`src/rtl/mem_ctrl_pkg.sv`:
```
`default_nettype none
// ----------------------------------------------------------------------------
// mem_ctrl_pkg : shared types for the memory port arbiter and response pipeline
// Revision     : 1.0 - initial release
// ----------------------------------------------------------------------------
package mem_ctrl_pkg;

  typedef enum logic {
    REQ_IF = 1'b0,
    REQ_LS = 1'b1
  } req_id_e;

  // Entry payload width; the arbiter's data width M must not exceed it.
  localparam int RSP_DATA_W = 32;

  typedef struct packed {
    logic                  valid;
    req_id_e               id;
    logic [RSP_DATA_W-1:0] data;
  } rsp_entry_t;

  function automatic rsp_entry_t kill_entry(input rsp_entry_t e,
                                            input logic       kill_en,
                                            input req_id_e    kill_id);
    rsp_entry_t r;
    r = e;
    if (kill_en && (e.id == kill_id)) r.valid = 1'b0;
    return r;
  endfunction

endpackage
`default_nettype wire

```
`src/rtl/mem_port_arbiter_rsp_delay_line.sv`:
```
`default_nettype none
// ----------------------------------------------------------------------------
// rsp_delay_line : LATENCY-stage response shift register with tag-based kill
// Revision       : 1.0 - initial release
// ----------------------------------------------------------------------------
module rsp_delay_line
  import mem_ctrl_pkg::*;
#(
  parameter int LATENCY = 2
) (
  input  logic       clk,
  input  logic       rst,
  input  rsp_entry_t in_entry,
  input  logic       kill_en,
  input  req_id_e    kill_id,
  output rsp_entry_t out_entry,
  output logic       busy
);

  rsp_entry_t stage_q [LATENCY];
  rsp_entry_t stage_d [LATENCY];

  // Kill is applied while shifting, so a matching entry is gone by the next cycle.
  always_comb begin
    stage_d[0] = kill_entry(in_entry, kill_en, kill_id);
    for (int i = 1; i < LATENCY; i++) begin
      stage_d[i] = kill_entry(stage_q[i-1], kill_en, kill_id);
    end
  end

  always_ff @(posedge clk or posedge rst) begin
    if (rst) begin
      for (int i = 0; i < LATENCY; i++) stage_q[i] <= '0;
    end else begin
      for (int i = 0; i < LATENCY; i++) stage_q[i] <= stage_d[i];
    end
  end

  always_comb begin
    busy = 1'b0;
    for (int i = 0; i < LATENCY; i++) busy = busy | stage_q[i].valid;
  end

  assign out_entry = stage_q[LATENCY-1];

endmodule
`default_nettype wire

```
`src/rtl/mem_port_arbiter.sv`:
```
`default_nettype none
// ----------------------------------------------------------------------------
// mem_port_arbiter : round-robin IF/LS arbiter onto one memory read/write port
// Revision         : 1.0 - initial release
// ----------------------------------------------------------------------------
module mem_port_arbiter
  import mem_ctrl_pkg::*;
#(
  parameter int  N       = 1024,
  parameter int  M       = 32,
  parameter int  LATENCY = 2,
  localparam int AW      = $clog2(N)
) (
  input  logic          clk,
  input  logic          rst,
  input  logic          if_req_valid,
  output logic          if_req_ready,
  input  logic [AW-1:0] if_req_addr,
  input  logic          if_flush,
  output logic          if_rsp_valid,
  output logic [M-1:0]  if_rsp_data,
  input  logic          ls_req_valid,
  output logic          ls_req_ready,
  input  logic          ls_req_we,
  input  logic [AW-1:0] ls_req_addr,
  input  logic [M-1:0]  ls_req_wdata,
  output logic          ls_rsp_valid,
  output logic [M-1:0]  ls_rsp_data,
  output logic          mem_read_enable,
  output logic [AW-1:0] mem_read_addr,
  output logic          mem_write_enable,
  output logic [AW-1:0] mem_write_addr,
  output logic [M-1:0]  mem_write_data,
  input  logic [M-1:0]  mem_read_data,
  output logic          busy
);

  req_id_e    last_grant_q, last_grant_d;
  logic       if_elig, ls_elig, grant_if, grant_ls;
  rsp_entry_t in_entry, out_entry;

  // Eligibility is masked during reset so no memory access leaks out.
  always_comb begin
    if_elig  = if_req_valid & ~if_flush & ~rst;
    ls_elig  = ls_req_valid & ~rst;
    grant_if = if_elig & (~ls_elig | (last_grant_q == REQ_LS));
    grant_ls = ls_elig & (~if_elig | (last_grant_q == REQ_IF));
  end

  always_comb begin
    last_grant_d = last_grant_q;
    if (grant_if)      last_grant_d = REQ_IF;
    else if (grant_ls) last_grant_d = REQ_LS;
  end

  always_ff @(posedge clk or posedge rst) begin
    if (rst) last_grant_q <= REQ_LS;
    else     last_grant_q <= last_grant_d;
  end

  assign if_req_ready = grant_if;
  assign ls_req_ready = grant_ls;

  always_comb begin
    mem_read_enable  = grant_if | (grant_ls & ~ls_req_we);
    mem_read_addr    = grant_if ? if_req_addr : ls_req_addr;
    mem_write_enable = grant_ls & ls_req_we;
    mem_write_addr   = ls_req_addr;
    mem_write_data   = ls_req_wdata;
  end

  always_comb begin
    in_entry       = '0;
    in_entry.valid = grant_if | grant_ls;
    in_entry.id    = grant_if ? REQ_IF : REQ_LS;
    in_entry.data  = (grant_ls & ls_req_we) ? '0 : RSP_DATA_W'(mem_read_data);
  end

  rsp_delay_line #(
    .LATENCY (LATENCY)
  ) u_rsp_delay_line (
    .clk       (clk),
    .rst       (rst),
    .in_entry  (in_entry),
    .kill_en   (if_flush),
    .kill_id   (REQ_IF),
    .out_entry (out_entry),
    .busy      (busy)
  );

  // A flush also hides a fetch response emerging in the same cycle.
  always_comb begin
    if_rsp_valid = out_entry.valid & (out_entry.id == REQ_IF) & ~if_flush;
    ls_rsp_valid = out_entry.valid & (out_entry.id == REQ_LS);
    if_rsp_data  = M'(out_entry.data);
    ls_rsp_data  = M'(out_entry.data);
  end

endmodule
`default_nettype wire

```
`config.mk`:
```
export PLATFORM = sky130hd
export DESIGN_NAME = mem_port_arbiter
export DESIGN_NICKNAME = d
export VERILOG_FILES = /design/src/rtl/mem_ctrl_pkg.sv /design/src/rtl/mem_port_arbiter_rsp_delay_line.sv /design/src/rtl/mem_port_arbiter.sv
export SDC_FILE = /design/constraint.sdc
export NUM_CORES = 1
export LEC_CHECK = 0
export ABC_AREA = 0
export BUFFER_PORTS_ARGS = -buffer_cell sky130_fd_sc_hd__buf_2
export CORE_MARGIN = 5
export CORE_UTILIZATION = 40
export CTS_CLUSTER_DIAMETER = 40
export DETAILED_ROUTE_END_ITERATION = 12
export GPL_TIMING_DRIVEN = 0
export PLACE_DENSITY = 0.78
export SYNTH_ARGS = -nofsm -noshare
export SYNTH_HDL_FRONTEND = slang
export SYNTH_SLANG_ARGS = --single-unit
```
`constraint.sdc`:
```
create_clock -name clk -period 9.17 [get_ports clk]
set_clock_uncertainty 0.15 [all_clocks]
set_input_delay 1.834 -clock clk [delete_from_list [all_inputs] [get_ports clk]]
set_output_delay 1.834 -clock clk [all_outputs]
set_load 0.02 [all_outputs]
```
==> run metrics <==
status completed; setup TNS 0 ns; peak supply drop 0.0889 mV; CP Capture Type primary output; largest net degree at the start of global routing 47; EDFF count, synth 0; Crit-path slowest cell inv_2; Bufs and invs on worst path 4; Post-Syn Area per Cell 12.6 um2; largest cells by area after synthesis dfrtp_1, buf_4, nor2b_1, mux2_4, mux2_2; setup violators final 0; vias in the first global route 2,190; Util after Layout 58.3%; sw frac 26.6%; RSZ-0062 raised after global routing false; slew margin rel. 63.1%; pwr/cell area 170 mW/mm2; register share of total power 45.9%; synth warn 0; # nets final 522; delay-heaviest family, CP buffers and inverters; Fin. Hold Viols 0; htree depth 3; total CTS buffers 9; DP HPWL 5270 um; Max-Cap Viols 0; Post-DP Area 0.00408 mm2; global route total overflow 0; Yosys cell types 19; drt initial violations 18; initial antenna violation count 0; min cycle time layout 5.21 ns; worst-path maximum fanout 25; clock network power share 33.1%; Clock Latency Late Sink 0.33 ns; worst endpoint required time 7.19 ns; CP Class primary input to primary output; Syn-to-layout area delta 41.1%; Lkg Pwr 2.41 nW; first-pass GRT wire length 10,200 um; synthesized area 0.00303 mm2; GRT Util Overall 13.4%; DRC 0; Post-CTS Hold Fix Bufs 0; CTS clk-pin slew, worst paths 0.07 ns; # IOs 213; worst-margin pin slew 0.553 ns; cell count after synthesis 240; die area 0.00942 mm2; area of the core 0.00733 mm2; CP arrival 3.22 ns; most frequent CP cell buf_2; Switch Pwr 0.000193 W; PostCTS Resize Cnt 0; maximum clock frequency 192 MHz; chip height 97.0 um; Starting Density 41.3%; crit-path cells buf_2 -> inv_2 -> nand3_4 -> buf_6 -> mux2_4 -> buf_2; Setup Fix Bufs, Post-CTS 0; Main synth FF type dfrtp_1; fillcell total 653; fraction of layout cells with a size suffix above 1 73.7%; routed wire length 6320 um; most common cell in the netlist buf_4; count of input and output buffers 180; clock tree root buffer cell clkbuf_8; R2R Setup Slk 7.74 ns; CP max stage delay 0.41 ns; post-synthesis async set-or-reset flop share 100%; Post-synth top cells buf_4, dfrtp_1, nor2b_1, mux2_4, inv_1; Internal 0.000532 W; CTS tree built; drt first pass iters 4; vias per inst 3.90; antenna-violating nets left 0; ANT cells 0; wire length per cell 11.8 um; crit share post-route 56.8%; FF+latch count, synth 69; crit start category primary input; combinational power share 21.0%; worst hold path class flip-flop to flip-flop; sequential share of the synthesized area 57.0%; post-route cell area 0.00428 mm2; num rows 31; Synth Net Count 330; cell type with the largest total area after synthesis dfrtp_1; CTS Sinks 69; Max clock buf depth 2; Die Width 97.0 um; gpl congestion 0.703; fin. max-slew vios 0; vias 2,088; post-synth top area share 56.2%
## sequential cells by signal, summed over array words and instances, names as in the netlist
signal                      cells
u_rsp_delay_line.out_entry     34
u_rsp_delay_line.stage_d       33
last_grant_q                    1
u_rsp_delay_line.stage_q        1
## final cells by class
type                    instances  area [um2]  share of cell area, %
plain buffers                 110         830                   19.4
clock buffers                  11         141                   3.31
clock inverters                 5        58.8                   1.38
inverters                       5        18.8                  0.439
multi-input cells              56         454                   10.6
flip-flops and latches         69        1730                   40.4
well taps                      99         124                   2.90
repair buffers                181         921                   21.5
## logic make-up after synthesis
logic type / synth area share (%)
muxes: 4.46
AOI/OAI and AO/OA: 1.57
DFF: 57.0
and+or+nand+nor: 8.96
buffers and inverters: 28.0
## per-layer routing
metal,wire length (um),track usage [%],vias to the layer above
li1,-,-,1014
met2,3490,24.8,122
met5,0,0,-
met4,107,6.70,0
met1,2010,12.5,940
met3,706,5.68,12
## final timing paths
kind | from | cells after the start | endpoint
max | rst | 6 | mem_read_addr[4]
min | u_rsp_delay_line.stage_d[6] | 0 | u_rsp_delay_line.out_entry[6]
max reg2reg | last_grant_q | 4 | last_grant_q
min reg2reg | u_rsp_delay_line.stage_d[6] | 0 | u_rsp_delay_line.out_entry[6]
max in group asynchronous | rst | 3 | u_rsp_delay_line.out_entry[14]
min in group asynchronous | rst | 2 | u_rsp_delay_line.stage_q[67]
## power groups by stage
stage,Combinational [W],Clock (W),Sequential [W]
finish,0.000152,0.000240,0.000333
global route,0.000164,0.000265,0.000335
CTS,0.000155,0.000251,0.000333
detailed placement,0.000155,0,0.000339
global placement,0.000150,0,0.000338
floorplan,0.000106,0,0.000336
## layout by cell type (no fill, tap or decap)
| master | n |
|---|---|
| buf_12 | 1 |
| bufinv_16 | 1 |
| and2_1 | 1 |
| nor2_1 | 2 |
| nand3_4 | 1 |
| mux2_2 | 4 |
| a21oi_1 | 1 |
| a21boi_0 | 2 |
| nand2b_1 | 2 |
| a211oi_4 | 1 |
| or2_2 | 1 |
| a211oi_1 | 1 |
| nor2b_4 | 1 |
| inv_1 | 4 |
| nor3b_1 | 1 |
| inv_6 | 1 |
| clkinvlp_4 | 2 |
| clkbuf_1 | 1 |
| inv_2 | 1 |
| dfstp_2 | 1 |
| buf_2 | 180 |
| buf_4 | 109 |
| buf_6 | 1 |
| clkbuf_8 | 10 |
| nor2b_1 | 32 |
| dfrtp_1 | 68 |
| mux2_4 | 6 |
| clkinv_2 | 1 |
## metrics by stage
step                hold WS (ns)  setup WS (ns)  cells  total power (W)
detailed placement         0.185           3.90    520         0.000493
CTS                        0.198           3.90    536         0.000739
finish                     0.197           3.96    536         0.000725
floorplan                  0.181           2.80    240         0.000442
global placement           0.182           2.31    519         0.000488
global route               0.205           3.80    536         0.000764
Power figures use the tool's default switching activity.
